**src/rtl/fx2_adc_fifo_writer.sv**
```systemverilog
// FX2LP slave-FIFO capture path: samples the ADC bus at a programmable rate,
// buffers the samples and streams them into the selected IN endpoint.
module fx2_adc_fifo_writer #(
  parameter int         DEPTH_LOG2 = 4,
  parameter int         PKT_BYTES  = 512,
  parameter logic [1:0] EP_ADDR    = 2'b10
) (
  input  logic        IFCLK,
  input  logic        RESET_N,
  input  logic        ENABLE,
  input  logic [25:0] RATE,
  input  logic [7:0]  ADC_DATA,
  output logic [7:0]  FD_OUT,
  output logic        FD_OE,
  output logic        SLWRN,
  output logic        SLOEN,
  output logic [1:0]  FIFOADR,
  input  logic        FULLN,
  output logic        PKTENDN,
  output logic        OVERFLOW,
  output logic        BUSY
);

  localparam int DEPTH = 1 << DEPTH_LOG2;
  localparam int PKT_W = (PKT_BYTES > 1) ? $clog2(PKT_BYTES) : 1;

  typedef enum logic [1:0] {
    S_IDLE,
    S_RUN,
    S_DRAIN,
    S_PKTEND
  } state_e;

  state_e                state_q, state_d;
  logic [25:0]           rate_cnt_q, rate_cnt_d;
  logic [25:0]           rate_max;
  logic [7:0]            sample_q;
  logic                  push_pend_q;
  logic [7:0]            mem_q [DEPTH];
  logic [DEPTH_LOG2:0]   wr_ptr_q, rd_ptr_q, fill;
  logic [PKT_W-1:0]      pkt_cnt_q, pkt_cnt_d;
  logic                  ovf_q, ovf_d;
  logic                  fifo_empty, fifo_full;
  logic                  pop, push, strobe;

  // RATE of 0 behaves exactly like 1 (a sample every cycle).
  assign rate_max   = (RATE == 26'd0) ? 26'd0 : RATE - 26'd1;
  assign fill       = wr_ptr_q - rd_ptr_q;
  assign fifo_empty = (fill == '0);
  assign fifo_full  = (fill == (DEPTH_LOG2 + 1)'(DEPTH));

  assign pop    = ((state_q == S_RUN) || (state_q == S_DRAIN)) && !fifo_empty && FULLN;
  assign push   = push_pend_q && (!fifo_full || pop);
  assign strobe = (state_q == S_RUN) && ENABLE && (rate_cnt_q == 26'd0);

  always_comb begin
    state_d    = state_q;
    rate_cnt_d = '0;
    pkt_cnt_d  = pkt_cnt_q;
    ovf_d      = ovf_q;

    if (pop) begin
      pkt_cnt_d = (pkt_cnt_q == PKT_W'(PKT_BYTES - 1)) ? '0 : pkt_cnt_q + 1'b1;
    end
    if (push_pend_q && !push) begin
      ovf_d = 1'b1;
    end

    case (state_q)
      S_IDLE: begin
        if (ENABLE) begin
          state_d = S_RUN;
          ovf_d   = 1'b0;
        end
      end
      S_RUN: begin
        rate_cnt_d = (rate_cnt_q >= rate_max) ? '0 : rate_cnt_q + 26'd1;
        if (!ENABLE) begin
          state_d = S_DRAIN;
        end
      end
      S_DRAIN: begin
        // A partial packet is committed only once the FX2 can accept the strobe.
        if (fifo_empty) begin
          if (pkt_cnt_q == '0) begin
            state_d = S_IDLE;
          end else if (FULLN) begin
            state_d = S_PKTEND;
          end
        end
      end
      S_PKTEND: begin
        state_d   = S_IDLE;
        pkt_cnt_d = '0;
      end
      default: state_d = S_IDLE;
    endcase
  end

  always_ff @(posedge IFCLK or negedge RESET_N) begin
    if (!RESET_N) begin
      state_q     <= S_IDLE;
      rate_cnt_q  <= '0;
      pkt_cnt_q   <= '0;
      ovf_q       <= 1'b0;
      sample_q    <= '0;
      push_pend_q <= 1'b0;
      wr_ptr_q    <= '0;
      rd_ptr_q    <= '0;
    end else begin
      state_q     <= state_d;
      rate_cnt_q  <= rate_cnt_d;
      pkt_cnt_q   <= pkt_cnt_d;
      ovf_q       <= ovf_d;
      push_pend_q <= strobe;
      if (strobe) begin
        sample_q <= ADC_DATA;
      end
      if (push) begin
        wr_ptr_q <= wr_ptr_q + 1'b1;
      end
      if (pop) begin
        rd_ptr_q <= rd_ptr_q + 1'b1;
      end
    end
  end

  always_ff @(posedge IFCLK) begin
    if (push) begin
      mem_q[wr_ptr_q[DEPTH_LOG2-1:0]] <= sample_q;
    end
  end

  // Show-ahead head; forced to zero when empty so the bus is defined after reset.
  assign FD_OUT   = fifo_empty ? 8'd0 : mem_q[rd_ptr_q[DEPTH_LOG2-1:0]];
  assign FD_OE    = (state_q != S_IDLE);
  assign SLWRN    = ~pop;
  assign PKTENDN  = ~(state_q == S_PKTEND);
  assign OVERFLOW = ovf_q;
  assign BUSY     = (state_q != S_IDLE);
  assign SLOEN    = 1'b1;
  assign FIFOADR  = EP_ADDR;

endmodule

```
**config.mk**
```make
export PLATFORM = sky130hd
export DESIGN_NAME = fx2_adc_fifo_writer
export DESIGN_NICKNAME = d
export VERILOG_FILES = /design/src/rtl/fx2_adc_fifo_writer.sv
export SDC_FILE = /design/constraint.sdc
export NUM_CORES = 1
export LEC_CHECK = 0
export CAP_MARGIN = 20
export CORE_ASPECT_RATIO = 0.9
export CORE_MARGIN = 2
export CORE_UTILIZATION = 40
export DETAILED_ROUTE_END_ITERATION = 12
export PLACE_DENSITY = 0.57
export REMOVE_ABC_BUFFERS = 1
export SYNTH_ARGS = -nofsm -noshare
export SYNTH_HDL_FRONTEND = slang
export SYNTH_SLANG_ARGS = --single-unit
```
**constraint.sdc**
```tcl
create_clock -name IFCLK -period 8.85 [get_ports IFCLK]
set_input_delay 1.77 -clock IFCLK [delete_from_list [all_inputs] [get_ports IFCLK]]
set_output_delay 1.77 -clock IFCLK [all_outputs]
set_load 0.01 [all_outputs]
```
Yosys cells after proc, flatten, opt, wreduce, memory -nomap -nowiden
Memory sizes are Yosys's and may differ from the RTL's. Cells that the tools add are included. Widths: inputs -> output; s select.

Add/sub/neg operators: 6. $lt $le $gt $ge: 1. Bitwise operators: 2. Reduce and logical (&&, ||, !) cells: 19. Eq/ne operators: 9. Muxes and demuxes: 18.

Operators with widths (number): $mux 26 (3); $logic_not 26->1 (2); $mux 9 (3); $add 26x1->26 const B (1); $ge 26x26->1 (1); $sub 26x1->26 const B (1); $add 5x1->5 const B (2); $mux 2 (5); $add 9x1->9 const B (1); $eq 9x9->1 const B (1); $logic_not 9->1 (1); $mux 8 (1); $pmux 2 s4 (1); $logic_and 1x1->1 (6); $ne 2x2->1 const B (3); $eq 5x5->1 const B (1); $logic_not 5->1 (1); $mux 1 (5); $sub 5x5->5 (1); $eq 2x2->1 const B (2); $reduce_and 4->1 (1); $reduce_bool 2->1 (2); $logic_not 1->1 (3); $ne 3x2->1 const B (1); other kinds (4) (6).

Bits in writable memories: 128. Register bits: 57. Input port bits: 38. Output and inout bits: 16. Word-level logic and storage cells: 64. Memories kept: 1.

Memories: mem_q (depth 16, bits a word 8, rd ports 1, clocked after memory_dff 0, write ports 1, line 39) `logic [7:0] mem_q [DEPTH];`.

Logic depth before layout (Yosys ltp)
Gate-level depths: netlist of the first run.

Depth after elaboration: 12. Depth in mapped cells: 13. Depth with buffers taken out: 12.

Worst setup path after synthesis of the first run
OpenSTA, ideal clock, no wires.

Path kind: input to register. Start: in RATE[14]. End: reg rate_cnt_q[16]. Path slack: 3.820 ns. Setup time: 0.138 ns. Path buffers: 1. Stages: 12. Data required time: 8.712 ns. Data arrival time: 4.892 ns. Path through: or4_4 -> or4_4 -> nor3_2 -> and4b_1 -> a21oi_1 -> ha_1 -> nand4_1 -> nor4bb_1 -> o21ai_0 -> a21oi_1 -> clkbuf_1 -> nor4_1.

Longest elaborated chain between the ends: 5. Elaborated cells on any way between the ends: 6. Classes of those cells: add/sub: 1; order compare: 1; mux: 3; reduce/logical: 1.

Ends and longest elaborated chain: start, declared (line 11) `input logic [25:0] RATE,`; $sub 26x1->26 / $logic_not 26->1 (equally long branches) (line 47) `assign rate_max = (RATE == 26'd0) ? 26'd0 : RATE - 26'd1;`; $mux 26 * (line 47); $ge 26x26->1 * (line 77) `rate_cnt_d = (rate_cnt_q >= rate_max) ? '0 : rate_cnt_q + 26'd1;`; $mux 26 * (line 77); $mux 26 * (line 69) `case (state_q)`; named net rate_cnt_d[16] (line 35) `logic [25:0] rate_cnt_q, rate_cnt_d;`; end signal, assigned (line 112) `rate_cnt_q <= rate_cnt_d;`; end, declared (line 35).

Mark *: on every way through the listed nets, which the timed path passes. The rest lies on a longest branch. A chain may end at the register's enable or synchronous reset.

Worst setup path after layout of the first run
Start: reg rd_ptr_q[1]. End: out SLWRN.

Longest elaborated chain between the ends: 6.

Ends and longest elaborated chain: start, declared (line 40) `logic [DEPTH_LOG2:0] wr_ptr_q, rd_ptr_q, fill;`; start signal, assigned (line 123) `rd_ptr_q <= rd_ptr_q + 1'b1;`; $sub 5x5->5 (line 48) `assign fill = wr_ptr_q - rd_ptr_q;`; $logic_not 5->1 (line 49) `assign fifo_empty = (fill == '0);`; $logic_not 1->1 (line 52) `assign pop = ((state_q == S_RUN) || (state_q == S_DRAIN)) && !fifo_empty && FULLN;`; $logic_and 1x1->1 (2 in series) (line 52); $not 1->1 (line 137) `assign SLWRN = ~pop;`; end, declared (line 15) `output logic SLWRN,`.

No other way between the ends.

==> impl_metrics.ini, run 1 <==
[synth]
yosysMostFrequentCell = edfxtp_1
synth_common_cells = 128 x edfxtp_1, 57 x dfrtp_1, 46 x nand2_1
synth_compound_area_share_pct = 4.79
synth_top_area_share_pct = 41.2
syn_inst = 692
synth.distinct_cells = 58
synth_adder_area_share_pct = 6.04
synth-seq-cells = 185
synth_top_flop_cell = edfxtp_1
synth_edf_count = 128
syn_area_sq_um = 9320
synth-simple-area-share_pct = 14.0
synth_top_cell_by_area = edfxtp_1
synthXorXnorAreaFrac_pct = 4.66
ys_warn_count = 0
synthMuxAreaShare_pct = 11.4
ys_seq_area_share_pct = 56.6
async_reset_ff_share_pct = 30.8
synth_top_family_by_area = simple AND/OR/NAND/NOR gates
synth_area_leaders = edfxtp_1 41%, dfrtp_1 15%, mux4_2 9.7%, ha_1 6.0%, nor4_1 2.8%
syn_area_per_cell_sq_um = 13.5

[detailed_routing]
wl_per_cell_microns = 19.5
drt-pass1-iter-count = 5
ant_nets = 0
viasPerCell = 5.71
drtIter0Drc = 549
vias = 5987
drcViolationCount = 0
routed_wirelength_mm = 20.5

[setup_path]
critPathBufInv = 3
critPathSlowestCell = dfrtp_2
cpPeakStageDelay_ps = 960
crit_required_ps = 7080
crit_chain = inv_1 -> ha_1 -> and3b_1 -> or4_4 -> a211oi_2 -> nor2_1 -> inv_1 -> clkdlybuf4s50_1
cp-end-kind = output port
worst_ep_arrival_time_ps = 4380
cpLargestDelayFamily = buffers and inverters
start_kind = register
cp_max_fo = 35
crit_path_frequent_cell = inv_1
critPathKind = reg2out

[placed_design]
gp_congestion = 0.800
place_area_sq_um = 10100
dpl.hpwl_mm = 14.3
portBuffers = 50

[floorplan]
die_w_microns = 165
fp.dieArea_sq_um = 24500
rows = 52
ios = 54
core_area_sq_um = 22700
die_h_microns = 149
start_util_pct = 41.0

[finish]
fin_nets = 822
n_antenna_cell = 0
drive_above_1_share_pct = 13.0
area_growth_pct = 15.0
utilization_pct = 47.2
fin_area_sq_um = 10700

[power_and_ir_drop]
p_leak_nw = 3.88
internal_power_mw = 2.03
p_comb_share_pct = 31.3
power_frac_seq_pct = 42.9
netSwitchingPower_mw = 0.973
swShare_pct = 32.4
p_clk_share_pct = 25.8
ir_worst_vdd_uv = 258
powerDensity_nw_per_um2 = 280

[timing]
setup_viol = 0
rsz0062_at_grt = false
finalCritPeriodShare_pct = 69.5
slew_headroom_pct = 30.3
whs_ps = 534
fin_skew_ps = 9.47
drv_slew = 0
worst_pin_slew_ps = 1040
fmax_mhz = 163
finalSetupTns_ps = 0
fin_crit_ps = 6150
final_hold_viol_count = 0

[clocking]
cts.hold.buffers_added = 0
h-tree-depth = 4
cts_tree = yes
cts_sinks = 185
post_cts_buffers = 0
cts_buffers = 17
clock_latency_ps = 420
cts_root_buf = clkbuf_16
clk_path_buf_depth = 2
post_cts_resized = 0
path_clk_slew_ps = 70

[outcome]
status = finished clean

[grt]
grtUsageTotal_pct = 17.6
antenna_found_initial = 0
grt_pass1_wl_mm = 32.8
grt-ovfl-total = 0
grt_max_degree = 58
grt_pass1_vias = 6063

[flow_run]
drv_cap = 0

[hold_path]
min_path_type = reg2reg
-- power by group through the flow --
stage	Clock [mW]	Combinational, mW	Sequential (mW)
2_1_floorplan	0	0.607	1.26
3_3_place_gp	0	0.913	1.29
3_5_place_dp	0	0.943	1.31
4_1_cts	0.790	0.950	1.29
5_1_grt	0.828	1.03	1.31
6_report	0.775	0.939	1.29
-- metrics by stage --
stage / power, mW / instances / setup WS [ps]
2_1_floorplan: 1.87 / 662 / 3390
3_3_place_gp: 2.20 / 1015 / 3160
3_5_place_dp: 2.25 / 1017 / 2970
4_1_cts: 3.03 / 1049 / 2620
5_1_grt: 3.17 / 1049 / 2420
6_report: 3.00 / 1049 / 2700
-- kinds of logic after synthesis --
family / after synthesis
muxes: 55
AOI/OAI and AO/OA: 65
DFF: 185
other: 2
adders and majority gates: 45
and+or+nand+nor: 237
xor gates and xnor gates: 48
buffers and inverters: 55
-- sequential cells by signal (all words and copies together) (netlist names) --
signal	cells
wr_ptr_q	5
push_pend_q	1
mem_q	128
pkt_cnt_q	9
OVERFLOW	1
rd_ptr_q	5
state_q	2
sample_q	8
rate_cnt_q	26
-- path summary, 6_finish.rpt --
| check | slack [ps] | depth (start not counted) | endpoint | start |
|---|---|---|---|---|
| max in group asynchronous | 6730 | 2 | rd_ptr_q[0] | RESET_N |
| worst min register to register | 530 | 1 | pkt_cnt_q[7] | pkt_cnt_q[7] |
| min in group asynchronous | 1520 | 2 | sample_q[7] | RESET_N |
| worst max register to register | 5200 | 8 | pkt_cnt_q[6] | rd_ptr_q[1] |
| worst max-delay path | 2700 | 8 | SLWRN | rd_ptr_q[1] |
| worst min-delay path | 530 | 1 | pkt_cnt_q[7] | pkt_cnt_q[7] |
-- cell usage in the layout, fill, tap and decap left out, types with 6 or more instances in the layout --
cell             netlist  final
edfxtp_1             128    128
dfrtp_1               57     55
clkdlybuf4s50_1        0     49
nand2_1               46     46
ha_1                  45     45
nor4_1                42     42
mux4_2                40     40
nor2_1                33     33
xor2_1                28     28
nand3_1               26     26
inv_1                 24     24
nor3_1                21     20
xnor2_1               19     19
a21oi_1               19     19
clkbuf_16              0     17
nand4_1               16     16
o21ai_0               14     14
and2_1                11     11
mux2_2                 9      9
mux2i_1                6      6
and3_1                 6      6
buf_4                  5      6
-- per-layer routing --
metal | routed length, microns | GRT usage [%] | vias to the layer above | part of all wire (%)
li1 | - | - | 2781 | -
met1 | 9520 | 25.0 | 3046 | 46
met2 | 9750 | 28.0 | 146 | 48
met3 | 1030 | 3.45 | 14 | 5.0
met4 | 193 | 4.17 | 0 | 0.94
met5 | 0 | 0 | - | 0
-- final cells by class --
class	instances	area, sq um
Multi-Input combinational cell	453	3830
Clock inverter	14	170
Fill cell	1997	12000
Tap cell	297	372
Sequential cell	185	5270
Inverter	24	90.1
Clock buffer	18	429
Timing Repair Buffer	58	551
(Power assumes the default switching activity.)
==> run 2: changes to the inputs <==
Settings changed: PLACE_DENSITY 0.57 to 0.59.
Clock period 8.85 ns to 5.6 ns, I/O delays scaled along.
==> impl_metrics.ini, run 2 (synthesis gave the netlist of run 1 again) <==
[hold_path]
min_path_type = reg2reg
min_from = pkt_cnt_q[7]

[setup_path]
cp_max_fo = 15
cpLargestDelayFamily = simple AND/OR/NAND/NOR gates
critPathKind = reg2out
critPathSlowestCell = dfrtp_1
critPathBufInv = 2
cpPeakStageDelay_ps = 670
crit_chain = inv_1 -> ha_1 -> xnor3_1 -> or4_4 -> a211o_1 -> and2_1 -> clkdlybuf4s50_1
crit_required_ps = 4480
start_kind = register
cp-end-kind = output port
r2r_start = rd_ptr_q[3]
worst_ep_arrival_time_ps = 3570
critPathLaunch = rd_ptr_q[3]

[detailed_routing]
viasPerCell = 5.67
ant_nets = 0
drt-pass1-iter-count = 5
drcViolationCount = 0
wl_per_cell_microns = 18.9
vias = 5970
drtIter0Drc = 527
routed_wirelength_mm = 19.9

[timing]
fin_skew_ps = 11.3
worst_pin_slew_ps = 980
fmax_mhz = 213
finalSetupTns_ps = 0
final_hold_viol_count = 0
drv_slew = 0
setup_viol = 0
finalCritPeriodShare_pct = 83.7
rsz0062_at_grt = false
slew_headroom_pct = 34.5
fin_crit_ps = 4690

[clocking]
cts_root_buf = clkbuf_16
cts_sinks = 185
cts.hold.buffers_added = 0
cts_buffers = 17
clock_latency_ps = 430
clk_path_buf_depth = 2
h-tree-depth = 4
post_cts_buffers = 0
post_cts_resized = 0
cts_tree = yes
path_clk_slew_ps = 70

[placed_design]
gp_congestion = 0.853
portBuffers = 50
dpl.hpwl_mm = 14.0
place_area_sq_um = 10100

[power_and_ir_drop]
p_comb_share_pct = 31.8
netSwitchingPower_mw = 1.53
ir_worst_vdd_uv = 201
internal_power_mw = 3.22
power_frac_seq_pct = 42.0
p_leak_nw = 3.90
p_clk_share_pct = 26.2
finalPower_mw = 4.75
swShare_pct = 32.2
powerDensity_nw_per_um2 = 442

[outcome]
status = finished clean

[floorplan]
die_h_microns = 149
ios = 54
rows = 52
start_util_pct = 41.0
core_area_sq_um = 22700
die_w_microns = 165
fp.dieArea_sq_um = 24500

[grt]
grt_max_degree = 58
antenna_found_initial = 0
grt_pass1_vias = 6024
grt-ovfl-total = 0
grt_pass1_wl_mm = 32.6
grtUsageTotal_pct = 17.4

[finish]
area_growth_pct = 15.4
n_fill_cell = 1948
fin_nets = 826
multi_input_area_sq_um = 3830
mostFrequentLayoutCell = edfxtp_1
utilization_pct = 47.4
regArea_sq_um = 5270
n_antenna_cell = 0
largest_reg_flops = 128
fin_area_sq_um = 10800
final_cell_mix = 128 x edfxtp_1, 56 x dfrtp_1, 49 x clkdlybuf4s50_1
drive_above_1_share_pct = 13.8

[flow_run]
drv_cap = 0
-- run 2: worst paths after layout --
path / slack, ps / cells after the start / end
worst max-delay path: 910 / 7 / FD_OUT[1]
worst max register to register: 2420 / 7 / mem_q[6][3]
min in group asynchronous: 830 / 2 / rate_cnt_q[1]
worst min-delay path: 530 / 1 / pkt_cnt_q[7]
worst min register to register: 530 / 1 / pkt_cnt_q[7]
max in group asynchronous: 4210 / 2 / rd_ptr_q[0]
-- run 2: worst register-to-register path, stage by stage, from the launching register on --
cell and delay [ps]:
dfrtp_1 670, inv_1 150, ha_1 220, xnor3_1 380, nand4_1 100, a2111o_1 290
nand3_1 210, nor2_1 780
-- run 2: power by group through the flow --
stage               Sequential, mW  Combinational, mW  Clock (mW)
finish                        2.00               1.51        1.24
global route                  2.04               1.67        1.33
CTS                           2.00               1.53        1.27
detailed placement            2.03               1.52           0
global placement              2.01               1.49           0
floorplan                     1.99              0.959           0
-- run 2: cell type report --
cell class                      instances  share of cell area, %
Timing Repair Buffer                   62                   5.40
Tap cell                              297                   3.46
Clock inverter                         15                   1.76
Multi-Input combinational cell        453                   35.6
Inverter                               24                  0.838
Clock buffer                           17                   3.96
Sequential cell                       185                   49.0
-- run 2: routing by layer --
layer	wire length, microns	GRT usage (%)	vias to the layer above
li1	-	-	2794
met1	9230	24.6	2998
met2	9420	27.4	158
met3	1140	4.56	20
met4	154	3.74	0
met5	0	0	-
-- run 2: per-stage QoR --
stage	hold WS, ps	worst slack [ps]	cells
final	531	912	1053
after global routing	561	347	1053
after CTS	533	877	1053
after detailed placement	518	499	1021
after global placement	513	672	1019
after floorplan	470	788	662
==> run 3: changes to the inputs <==
Clock period 5.6 ns to 3.8 ns, I/O delays scaled along.
==> impl_metrics.ini, run 3 (synthesis gave the netlist of run 1 again) <==
[finish]
fin_area_sq_um = 12000
area_growth_pct = 28.9
fin_nets = 901
n_antenna_cell = 0
mostFrequentLayoutCell = edfxtp_1
largest_reg_flops = 128
drive_above_1_share_pct = 28.0
final_cell_mix = 128 x edfxtp_1, 69 x buf_4, 54 x dfrtp_1

[timing]
finalSetupTns_ps = 0
fmax_mhz = 265
finalCritPeriodShare_pct = 99.3
slew_headroom_pct = 36.8
fin_crit_ps = 3770
drv_slew = 0
worst_pin_slew_ps = 939
final_hold_viol_count = 0
setup_viol = 0
fin_skew_ps = 11.5
rsz0062_at_grt = true

[detailed_routing]
dr_wl_met2_mm = 10.4
drcViolationCount = 0
wl_met3_mm = 1.10
wl_per_cell_microns = 19.3
drtIter0Drc = 491
routed_wirelength_mm = 21.7
wl_met1_mm = 10.0
drt-pass1-iter-count = 6
routed.top_layer = met4
ant_nets = 0
viasPerCell = 5.58
vias = 6289

[setup_path]
start_kind = primary input
crit_required_ps = 4140
rr_worst_depth = 7
critPathKind = in2reg
cp-end-kind = register
cp_max_fo = 13
worst_ep_arrival_time_ps = 4120

[clocking]
cts_sinks = 185
cts_tree = yes
clock_latency_ps = 430
clk_path_buf_depth = 2
h-tree-depth = 4
path_clk_slew_ps = 80
cts_buffers = 17
cts_root_buf = clkbuf_16

[power_and_ir_drop]
ir_worst_vdd_uv = 298
finalPower_mw = 7.39
powerDensity_nw_per_um2 = 615
p_leak_nw = 4.52

[floorplan]
ios = 54
rows = 52
fp.dieArea_sq_um = 24500
die_w_microns = 165
start_util_pct = 41.0
core_area_sq_um = 22700
die_h_microns = 149

[placed_design]
portBuffers = 50
place_area_sq_um = 10600
gp_congestion = 0.869
dpl.hpwl_mm = 14.4

[grt]
grtUsageTotal_pct = 18.2
grt_max_degree = 35
grt_pass1_wl_mm = 34.0
antenna_found_initial = 0
grt-ovfl-total = 0
grt_pass1_vias = 6426

[flow_run]
drv_cap = 0

[hold_path]
min_path_type = in2async

[outcome]
status = finished clean
-- run 3: stage by stage --
stage	util [%]	setup slack (ps)	cells	hold slack (ps)
global route	52.9	-118	1128	190
finish	52.9	25.7	1128	197
floorplan	-	-652	662	464
detailed placement	46.8	-648	1080	514
global placement	46.8	-486	1080	511
CTS	51.4	4.20	1124	184
-- run 3: layer usage --
layer / vias to the layer above / global-route usage (%)
li1: 2934 / -
met1: 3161 / 25.8
met2: 173 / 28.8
met3: 21 / 4.03
met4: 0 / 4.22
met5: - / 0
-- run 3: timing repair --
item / CTS / global route
gates cloned: 4 / 2
pin swaps: 15 / 27
buffers inserted: 8 / 2
hold buffers: 0 / 0
resized for setup: 60 / 60
endpoints found under the setup margin: 35 / 35
-- run 3: worst paths after layout --
kind / from / end / slack [ps]
max: RATE[5] / rate_cnt_q[18] / 30
min: RESET_N / rate_cnt_q[25] / 200
max reg2reg: wr_ptr_q[0] / mem_q[11][7] / 760
min reg2reg: pkt_cnt_q[7] / pkt_cnt_q[7] / 530
max in group asynchronous: RESET_N / wr_ptr_q[3] / 2950
min in group IFCLK: pkt_cnt_q[7] / pkt_cnt_q[7] / 530
-- run 3: worst max-delay path, stage by stage --
cell and delay [ps]:
clkdlybuf4s50_1 440, nor4_2 290, buf_4 180, and4b_2 260, buf_6 130, nand4b_4 110, buf_8 150, buf_4 160
nand2_1 70, ha_1 240, buf_4 140, a21oi_2 110, nor2_1 60, a211oi_2 300, o21ai_4 130, buf_12 150
buf_16 170, nor4_4 260
-- run 3: final cells by class --
class,count,area [sq um]
clock buffers,17,425
fillers,1833,10700
inverters,24,90.1
flip-flops and latches,185,5270
clock inverters,15,176
multi-input cells,454,4310
well taps,297,372
repair buffers,136,1360
-- run 3: power breakdown --
group	switching, mW	internal [mW]
clock network	0.814	0.996
registers	0.327	2.56
logic	1.33	1.36
